==> src/rtl/pipe_ctrl.sv <==
// pipe_ctrl: central pipeline sequencer for the 5-stage core.
//   Merges ID/EX/MEM stall requests into the pause vector, sequences the
//   exception flush, runs the debug halt/drain handshake and keeps stall
//   statistics plus a sticky stall-timeout flag.
//
// Ports
//   clk, rst        clock (rising edge), synchronous active-high reset
//   stallreq_id     load-use stall request from ID
//   stallreq_ex     multi-cycle mult/div stall request from EX
//   stallreq_mem    bus-wait stall request from MEM
//   excp_req        exception/ERET commit from MEM
//   excp_pc         handler/return address accompanying excp_req
//   dbg_halt_req    debugger halt request (level)
//   pause           stall vector, bit0=PC .. bit5=WB, 1 = stop (combinational)
//   flush           clear all pipeline registers and load new_pc (combinational)
//   new_pc          redirect target while flush=1, else 0 (combinational)
//   dbg_halted      pipeline drained and frozen (registered)
//   stall_timeout   sticky: stall lasted TIMEOUT consecutive cycles (registered)
//   stall_cnt       count of cycles with pause[0]=1 outside HALTED, wraps
//
// state   | meaning
// --------+-------------------------------------------------------------
// RUN     | normal operation, stalls passed through
// FLUSH   | one cycle after an exception redirect, excp_req ignored
// HALTING | PC/IF frozen, bubbles drain ID..WB until 4 clean cycles seen
// HALTED  | whole pipeline frozen until the debugger releases the halt
module pipe_ctrl #(
    parameter int TIMEOUT = 1024,
    parameter int CNT_W   = 32,
    parameter int ADDR_W  = 32
) (
    input  logic              clk,
    input  logic              rst,
    input  logic              stallreq_id,
    input  logic              stallreq_ex,
    input  logic              stallreq_mem,
    input  logic              excp_req,
    input  logic [ADDR_W-1:0] excp_pc,
    input  logic              dbg_halt_req,
    output logic [5:0]        pause,
    output logic              flush,
    output logic [ADDR_W-1:0] new_pc,
    output logic              dbg_halted,
    output logic              stall_timeout,
    output logic [CNT_W-1:0]  stall_cnt
);

    typedef enum logic [1:0] {RUN, FLUSH, HALTING, HALTED} state_t;

    localparam int TO_W = $clog2(TIMEOUT + 1);
    localparam logic [TO_W-1:0] TO_MAX  = TO_W'(TIMEOUT);
    localparam logic [TO_W-1:0] TO_LAST = TO_W'(TIMEOUT - 1);

    state_t          state;
    logic [1:0]      drain_cnt;
    logic [TO_W-1:0] to_cnt;
    logic [5:0]      stall_s;
    logic            any_stall;
    logic            take_excp;

    always_comb begin
        stall_s = 6'b000000;
        if (stallreq_mem)
            stall_s = 6'b011111;
        else if (stallreq_ex)
            stall_s = 6'b001111;
        else if (stallreq_id)
            stall_s = 6'b000111;

        any_stall = stallreq_id | stallreq_ex | stallreq_mem;
        take_excp = !rst && excp_req && (state == RUN || state == HALTING);

        pause = 6'b000000;
        if (!rst && !take_excp) begin
            case (state)
                RUN:     pause = stall_s;
                FLUSH:   pause = stall_s;
                // Freezing PC/IF while ID onwards keeps moving injects bubbles.
                HALTING: pause = stall_s | 6'b000011;
                HALTED:  pause = 6'b111111;
                default: pause = 6'b000000;
            endcase
        end

        flush  = take_excp;
        new_pc = take_excp ? excp_pc : '0;
    end

    always_ff @(posedge clk) begin
        if (rst) begin
            state         <= RUN;
            drain_cnt     <= 2'd0;
            to_cnt        <= '0;
            dbg_halted    <= 1'b0;
            stall_timeout <= 1'b0;
            stall_cnt     <= '0;
        end else begin
            if (pause[0] && state != HALTED)
                stall_cnt <= stall_cnt + CNT_W'(1);

            if (any_stall && state != HALTED) begin
                if (to_cnt != TO_MAX)
                    to_cnt <= to_cnt + TO_W'(1);
                if (to_cnt >= TO_LAST)
                    stall_timeout <= 1'b1;
            end else begin
                to_cnt <= '0;
            end

            case (state)
                RUN, FLUSH: begin
                    drain_cnt  <= 2'd0;
                    dbg_halted <= 1'b0;
                    if (take_excp)
                        state <= FLUSH;
                    else if (dbg_halt_req)
                        state <= HALTING;
                    else
                        state <= RUN;
                end
                HALTING: begin
                    dbg_halted <= 1'b0;
                    if (take_excp) begin
                        state     <= FLUSH;
                        drain_cnt <= 2'd0;
                    end else if (!dbg_halt_req) begin
                        state     <= RUN;
                        drain_cnt <= 2'd0;
                    end else if (stall_s == 6'b000000) begin
                        // A stalled cycle does not advance the bubbles.
                        if (drain_cnt == 2'd3) begin
                            state      <= HALTED;
                            drain_cnt  <= 2'd0;
                            dbg_halted <= 1'b1;
                        end else begin
                            drain_cnt <= drain_cnt + 2'd1;
                        end
                    end
                end
                HALTED: begin
                    drain_cnt <= 2'd0;
                    if (dbg_halt_req) begin
                        state      <= HALTED;
                        dbg_halted <= 1'b1;
                    end else begin
                        state      <= RUN;
                        dbg_halted <= 1'b0;
                    end
                end
                default: begin
                    state      <= RUN;
                    drain_cnt  <= 2'd0;
                    dbg_halted <= 1'b0;
                end
            endcase
        end
    end

endmodule

==> config.mk <==
export PLATFORM = sky130hd
export DESIGN_NAME = pipe_ctrl
export DESIGN_NICKNAME = d
export VERILOG_FILES = /design/src/rtl/pipe_ctrl.sv
export SDC_FILE = /design/constraint.sdc
export NUM_CORES = 1
export LEC_CHECK = 0
export BUFFER_PORTS_ARGS = -buffer_cell sky130_fd_sc_hd__buf_2
export CAP_MARGIN = 10
export CORE_MARGIN = 1
export CORE_UTILIZATION = 47
export DETAILED_ROUTE_END_ITERATION = 10
export PLACE_DENSITY_LB_ADDON = 0.1
export SYNTH_ARGS = -nofsm -noshare
export SYNTH_HDL_FRONTEND = slang
export SYNTH_SLANG_ARGS = --single-unit
export TNS_END_PERCENT = 5
==> constraint.sdc <==
create_clock -name clk -period 2 [get_ports clk]
set_input_delay 0.4 -clock clk [delete_from_list [all_inputs] [get_ports clk]]
set_output_delay 0.4 -clock clk [all_outputs]
set_load 0.005 [all_outputs]
* After elaboration in Yosys (flattened, before gate mapping)
Cells that the tools add are included.
** Operators by class
- Add/sub/neg operators :: 3
- Order comparisons :: 1
- Equal/unequal tests :: 8
- Muxes and demuxes :: 25
- Bitwise gates (word level) :: 3
- Reduce and logical (&&, ||, !) cells :: 15
** Operator list (number)
- $add A32 B1 Y32 const B :: 1
- $mux W32 :: 1
- $mux W2 :: 11
- $pmux W6 S3 :: 1
- $mux W6 :: 2
- $add A11 B1 Y11 const B :: 1
- $ge A11 B10 Y1 const B :: 1
- $ne A11 B11 Y1 const B :: 1
- $ne A4 B3 Y1 const B :: 2
- $eq A2 B2 Y1 const B :: 3
- $logic_not A6 Y1 :: 1
- $pmux W2 S3 :: 1
- $logic_and A1 B1 Y1 :: 5
- $mux W1 :: 5
- $mux W4 :: 1
- $pmux W2 S2 :: 1
- $reduce_and A2 Y1 :: 2
- $reduce_or A2 Y1 :: 2
- $mux W3 :: 1
- $pmux W1 S3 :: 1
- $reduce_or A3 Y1 :: 1
- $add A2 B1 Y2 const B :: 1
- $eq A2 B1 Y1 const B :: 1
- $logic_not A1 Y1 :: 2
- 5 further kinds :: 6
** Storage, ports and cells
- Bits in registers :: 49
- Bits of input ports :: 39
- Output and inout bits :: 73
- Word-level logic and storage cells :: 61

* Longest topological paths before layout
Gate-level depths: netlist (run 1).
- Depth in word-level cells :: 8
- Depth in mapped cells :: 7
- Depth with buffers taken out :: 6

* Worst setup path before layout (run 1)
OpenSTA, ideal clock, no wires.
- Kind :: register to register
- Start :: reg stall_cnt[18]
- End :: reg stall_cnt[31]
- Library setup time :: 0.070 ns
- Arrival time :: 1.747 ns
- Data required time :: 1.930 ns
- Slack :: 0.182 ns
- Cell stages (with the launch flop) :: 6
- Buffers on the path :: 0
- Clock period less this slack :: 1.818 ns
- Cell sequence :: dfxtp_1 > nand4_2 > nor4_4 > nand4_4 > or4_1 > a21oi_1
** On the way
- Word-level cells in the longest chain between the ends :: 1
** RTL lines
- start, declared :: RTL line 45 : output logic [CNT_W-1:0] stall_cnt
- start signal, assigned :: RTL line 99 : stall_cnt <= stall_cnt + CNT_W'(1);
- $add A32 B1 Y32 :: RTL line 99
Every way passes these cells.
A chain may end at the register's enable or synchronous reset.

* Worst setup path after layout (run 1)
- Start :: reg stall_cnt[9]
- End :: reg stall_cnt[31]
Same word-level chain as after synthesis.

==> out/metrics.cfg, run 1 <==
[status]
status = complete, no violations

[setup_path]
reg2reg_from = stall_cnt[9]$_SDFFE_PP0P_
cp_max_fo = 6
required_ns = 2.24
cp-start-kind = flip-flop
end_kind = flip-flop
reg2reg_slack_ns = 0.14
rr_worst_depth = 6
cp.arrival_ns = 2.10
critical_path_class = reg2reg
regToRegEndpoint = stall_cnt[31]$_SDFFE_PP0P_

[sta]
setup_viol = 0
post-route-period-util = 0.931
rsz0062_at_grt = false
period_minus_slack_ns = 1.86
fmax_ghz = 0.537
finClkSkew_ns = 0.00810
final.setup.worst_slack_ns = 0.138
tightest_slew_ns = 0.338
relSlewSlack = 0.773
slew_violations = 0
hold_viol = 0
whs_ns = 0.314

[cells_and_area]
area_growth_pct = 33.3
antenna_cells = 0
final_util = 0.662
nNetsFinal = 470
instances_no_fill = 498
drive_gt1_frac = 0.353
filler_cell_count = 474

[synthesis]
synth.net_count = 345
yosysMostFrequentCell = dfxtp_1
ys.warnings.count = 0
synthesis.area_um2 = 2570
synth.cells.most_frequent = dfxtp_1, nor2_1, and2_1
syn_avg_cell_area_um2 = 8.50
synth_area_leaders = dfxtp_1, and2_1, xor2_1
synth_edf_count = 0
synthCells = 302
synth-main-ff-cell = dfxtp_1
ys_ff_latch = 49
synth.top_cell.area_share = 0.382
synth.distinct_cells = 43
synth-seq-area-share = 0.382
async_flop_share = 0
synth_top_area_cell = dfxtp_1

[job]
maxCapViolations = 0

[clock_network]
cts-hold-fix-buffers = 0
cts_tree = yes
cts_buffer_depth = 2
cts_setup_buffers = 0
htree_num_levels = 2
cts.sinks = 49
numCtsBuffers = 5
path_clk_slew_ns = 0.09
cts-resized-gates = 0
root_buffer = clkbuf_8
clkLatencyLatePin_ns = 0.30

[power]
power_leakage_nw = 1.59
irDropWorstVdd_v = 0.000293
pwr_density_cell_nw_per_um2 = 516
power_mw = 1.76

[global_route]
overflow = 0
antenna_found_initial = 0
grt_max_degree = 35
grt_pass1_vias = 2223
grt_pass1_wl_um = 9530
gr-usage-all-layers = 0.219

[routing]
wire_per_inst_um = 12.0
first_pass_iters = 4
drt_first_iter_violations = 110
wl_um = 6000
viasPerCell = 5.08
final_antenna_net_count = 0
drc = 0
num_vias = 2529

[worst_hold_path]
hold_depth = 2
min_from = excp_req
hold_end = drain_cnt[0]$_SDFFE_PP0P_
worstHoldPathType = in2reg

[placed_design]
place_inst = 490
globalplace.congestion = 0.809
dp_hpwl_um = 4660
io_buffers = 111
pre_cts_slack_ns = -0.0410

[floorplan]
die_h_um = 75.9
dieArea_um2 = 5760
ioPinCount = 112
die_x_um = 75.9
rows = 26
initial_core_util = 0.496
core_um2 = 5170

[layer usage]
layer  global-route usage  share of wire  vias to the layer above
li1                     -              -                     1291
met1                0.247           0.42                     1145
met2                0.393           0.51                       85
met3               0.0529          0.053                        8
met4               0.0864          0.018                        0
met5                    0              0                        -
[cell type report]
type | count | area (µm²) | share of cell area
timing repair buffer | 129 | 716 | 0.209
clock buffer | 6 | 72.6 | 0.0212
clock inverter | 2 | 10.0 | 0.00293
inverter | 11 | 41.3 | 0.0121
sequential | 49 | 981 | 0.287
tap | 70 | 87.6 | 0.0256
multi-input combinational | 231 | 1510 | 0.442
[layout by cell type (no fill, tap or decap), drive strengths merged, types with 2 or more instances in the layout]
| cell type | synthesis | layout |
|---|---|---|
| a21oi | 13 | 13 |
| and2 | 37 | 37 |
| and3 | 3 | 3 |
| buf | 3 | 129 |
| clkbuf | 8 | 6 |
| clkinv | 0 | 2 |
| dfxtp | 49 | 49 |
| ha | 4 | 4 |
| inv | 11 | 11 |
| mux2i | 3 | 3 |
| nand2 | 14 | 14 |
| nand3 | 13 | 13 |
| nand4 | 21 | 21 |
| nor2 | 42 | 42 |
| nor2b | 2 | 2 |
| nor3 | 6 | 6 |
| nor4 | 7 | 7 |
| o21ai | 9 | 9 |
| o22ai | 2 | 2 |
| o31ai | 3 | 3 |
| or3 | 8 | 8 |
| or4 | 3 | 3 |
| xnor2 | 9 | 9 |
| xor2 | 20 | 20 |
[worst max-delay path, cell delays in order, from the launching register on]
cell and delay (ns):
dfxtp_1 0.40, nand4_1 0.22, nor3_4 0.29, buf_4 0.18, nand4_1 0.12, or4_1 0.42
a21oi_1 0.16
[cells by family (layout without fill, tap and decap cells)]
logic type	after synthesis	after routing	synth area share
AO/OA/AOI/OAI	32	32	0.0722
XOR/XNOR	29	29	0.0990
adder cells (fa/ha/maj)	4	4	0.0195
buffers and inverters	22	148	0.0346
flip-flops	49	49	0.382
multiplexers	4	4	0.0161
AND/OR/NAND/NOR	162	162	0.376
[worst max-delay path by stage]
stage	cells past startpoint	endpoint	slack [ns]	startpoint
2_1_floorplan	5	stall_cnt[31]$_SDFFE_PP0P_	0.18	stall_cnt[18]$_SDFFE_PP0P_
3_3_place_gp	7	stall_cnt[21]$_SDFFE_PP0P_	0.03	excp_req
3_5_place_dp	7	stall_cnt[21]$_SDFFE_PP0P_	-0.04	excp_req
4_1_cts	5	new_pc[11]	0.07	state[0]$_SDFFE_PP0P_
5_1_grt	6	stall_cnt[31]$_SDFFE_PP0P_	0.02	stall_cnt[9]$_SDFFE_PP0P_
6_report	6	stall_cnt[31]$_SDFFE_PP0P_	0.14	stall_cnt[9]$_SDFFE_PP0P_
[registers in the layout, summed over array words and instances (netlist names)]
| signal | count |
|---|---|
| stall_cnt | 32 |
| to_cnt | 11 |
| drain_cnt | 2 |
| state | 2 |
| dbg_halted | 1 |
| stall_timeout | 1 |
[report_power, final]
part           internal (mW)  switching (mW)
combinational          0.106          0.0976
sequential             0.986          0.0140
clock                  0.243           0.318
total                   1.33           0.429
[per-stage QoR]
step,setup TNS (ns),area [µm²]
6_report,0,3420
5_1_grt,0,3420
4_1_cts,0,3410
3_5_place_dp,-0.0410,3330
3_3_place_gp,0,3330
2_1_floorplan,0,2570
Note: power is estimated with default switching activity, not from simulation.
==> run 2: changes to the inputs <==
Settings changed: CORE_UTILIZATION 47 to 30.
Clock period 2 ns to 1.63 ns, I/O delays scaled along.
==> out/metrics.cfg, run 2 (synthesis results as in run 1) <==
[setup_path]
cp_max_fo = 6  ; unchanged
cp.arrival_ns = 1.47  ; -0.63 ns
required_ns = 1.30  ; -0.94 ns
critPathSlowestCell = dfxtp_4
cpMostUsedCell = buf_6
critical_path_class = reg2out
cp_cell_sequence = buf_6 -> nor3_4 -> buf_6 -> buf_6 -> and2_4 -> buf_6
cp_slowest_stage_delay_ns = 0.37  ; -0.05 ns
cp-start-kind = flip-flop
end_kind = primary output

[floorplan]
core_um2 = 8260  ; +60%
die_h_um = 94.5  ; +25%
dieArea_um2 = 8930  ; +55%
rows = 33  ; +27%
die_x_um = 94.5  ; +25%
initial_core_util = 0.311  ; -0.185
ioPinCount = 112  ; unchanged

[cells_and_area]
largest_reg_flops = 32  ; unchanged
seq_area_um2 = 996  ; +1.5%
final_util = 0.490  ; -0.172
drive_gt1_frac = 0.482  ; +0.129
area_growth_pct = 57.5
multi_input_area_um2 = 1580  ; +4.2%
antenna_cells = 0  ; unchanged
instances_no_fill = 576  ; +16%
final_common_cell = buf_2
nNetsFinal = 513  ; +9.1%
final_cell_mix = buf_2, buf_4, nor2_1
filler_cell_count = 842  ; +78%
top_regs = stall_cnt x32, to_cnt x11
largest_register = stall_cnt

[clock_network]
root_buffer = clkbuf_8
clkLatencyLatePin_ns = 0.31  ; about the same
cts.sinks = 49  ; unchanged
cts_tree = yes
path_clk_slew_ns = 0.08  ; about the same
numCtsBuffers = 5  ; unchanged
htree_num_levels = 2  ; unchanged
cts_buffer_depth = 2  ; unchanged
cts-hold-fix-buffers = 0  ; unchanged

[sta]
setup_viol = 47  ; +47
hold_viol = 0  ; unchanged
period_minus_slack_ns = 1.79
final.setup.worst_slack_ns = -0.165  ; -0.303 ns
setup_tns_ns = -5.73  ; -5.73 ns
rsz0062_at_grt = true
fmax_ghz = 0.557
finClkSkew_ns = 0.0103  ; +0.00222 ns
relSlewSlack = 0.756  ; -0.0168
post-route-period-util = 1.10
tightest_slew_ns = 0.363  ; +0.0250 ns
slew_violations = 0  ; unchanged

[routing]
drt_first_iter_violations = 65  ; -41%
final_antenna_net_count = 0  ; unchanged
viasPerCell = 4.61  ; -9.3%
wire_per_inst_um = 12.0  ; -0.42%
first_pass_iters = 4  ; unchanged
wl_um = 6910  ; +15%
num_vias = 2653  ; +4.9%
drc = 0  ; unchanged

[global_route]
gr-usage-all-layers = 0.156  ; -0.0631
grt_pass1_vias = 2556  ; +15%
antenna_found_initial = 0  ; unchanged
grt_max_degree = 19  ; -46%
overflow = 0  ; unchanged
grt_pass1_wl_um = 11200  ; +17%

[power]
irDropWorstVdd_v = 0.000284  ; -3.1%
pwr_density_cell_nw_per_um2 = 616  ; +19%
power_leakage_nw = 1.88  ; +18%

[status]
violations = setup timing
status = finished with violations

[placed_design]
place_inst = 559  ; +14%
io_buffers = 111  ; unchanged
dp_hpwl_um = 5130  ; +10%
globalplace.congestion = 0.740  ; -8.6%

[job]
maxCapViolations = 0  ; unchanged

[worst_hold_path]
worstHoldPathType = in2reg

## run 2: repair_timing
| action | in CTS | in global routing |
|---|---|---|
| pin swaps | 10 | 18 |
| setup endpoints to repair | 48 | 52 |
| gates cloned | 1 | 4 |
| buffers inserted | 4 | 2 |
| resized for setup | 11 | 55 |
## run 2: report_power, final
| group | switching, mW | internal [mW] |
|---|---|---|
| sequential | 0.0167 | 1.21 |
| clock | 0.423 | 0.499 |
| combinational | 0.143 | 0.197 |
## run 2: final cells by class
cell class                      instances  area share
Timing Repair Buffer                  172       0.291
Sequential cell                        49       0.246
Tap cell                              105      0.0325
Clock buffer                            6      0.0204
Multi-Input combinational cell        231       0.390
Clock inverter                          2     0.00929
Inverter                               11      0.0102
## run 2: path summary, 6_finish.rpt
path / from / to / slack [ns] / depth (start not counted)
setup / recovery: state[0]$_SDFFE_PP0P_ / new_pc[22] / -0.16 / 6
hold / removal: dbg_halt_req / state[1]$_SDFFE_PP0P_ / 0.25 / 2
setup reg to reg: stall_cnt[11]$_SDFFE_PP0P_ / stall_cnt[21]$_SDFFE_PP0P_ / -0.12 / 5
hold reg to reg: stall_timeout$_SDFFE_PP0P_ / stall_timeout$_SDFFE_PP0P_ / 0.47 / 2
## run 2: metrics by stage
| stage | hold slack [ns] | total power, mW | area (µm²) | setup WS, ns |
|---|---|---|---|---|
| after floorplan | 0.405 | 1.37 | 2570 | -0.0974 |
| after detailed placement | 0.461 | 1.52 | 3620 | -0.233 |
| after global routing | 0.246 | 2.63 | 4040 | -0.253 |
| after global placement | 0.460 | 1.51 | 3620 | -0.189 |
| after CTS | 0.233 | 2.49 | 3840 | -0.171 |
| final | 0.249 | 2.49 | 4040 | -0.165 |
## run 2: critical path: cells and delay by family (launching register included)
kind          cells  cell delay, ns
buf+inv           4            0.49
flops             1            0.37
simple gates      2            0.31
## run 2: routing by layer
metal,wire length [µm],global-route usage,vias up
li1,-,-,1372
met2,3470,0.276,65
met3,313,0.0386,4
met4,27,0.0265,0
met5,0,0,-
met1,3090,0.192,1212
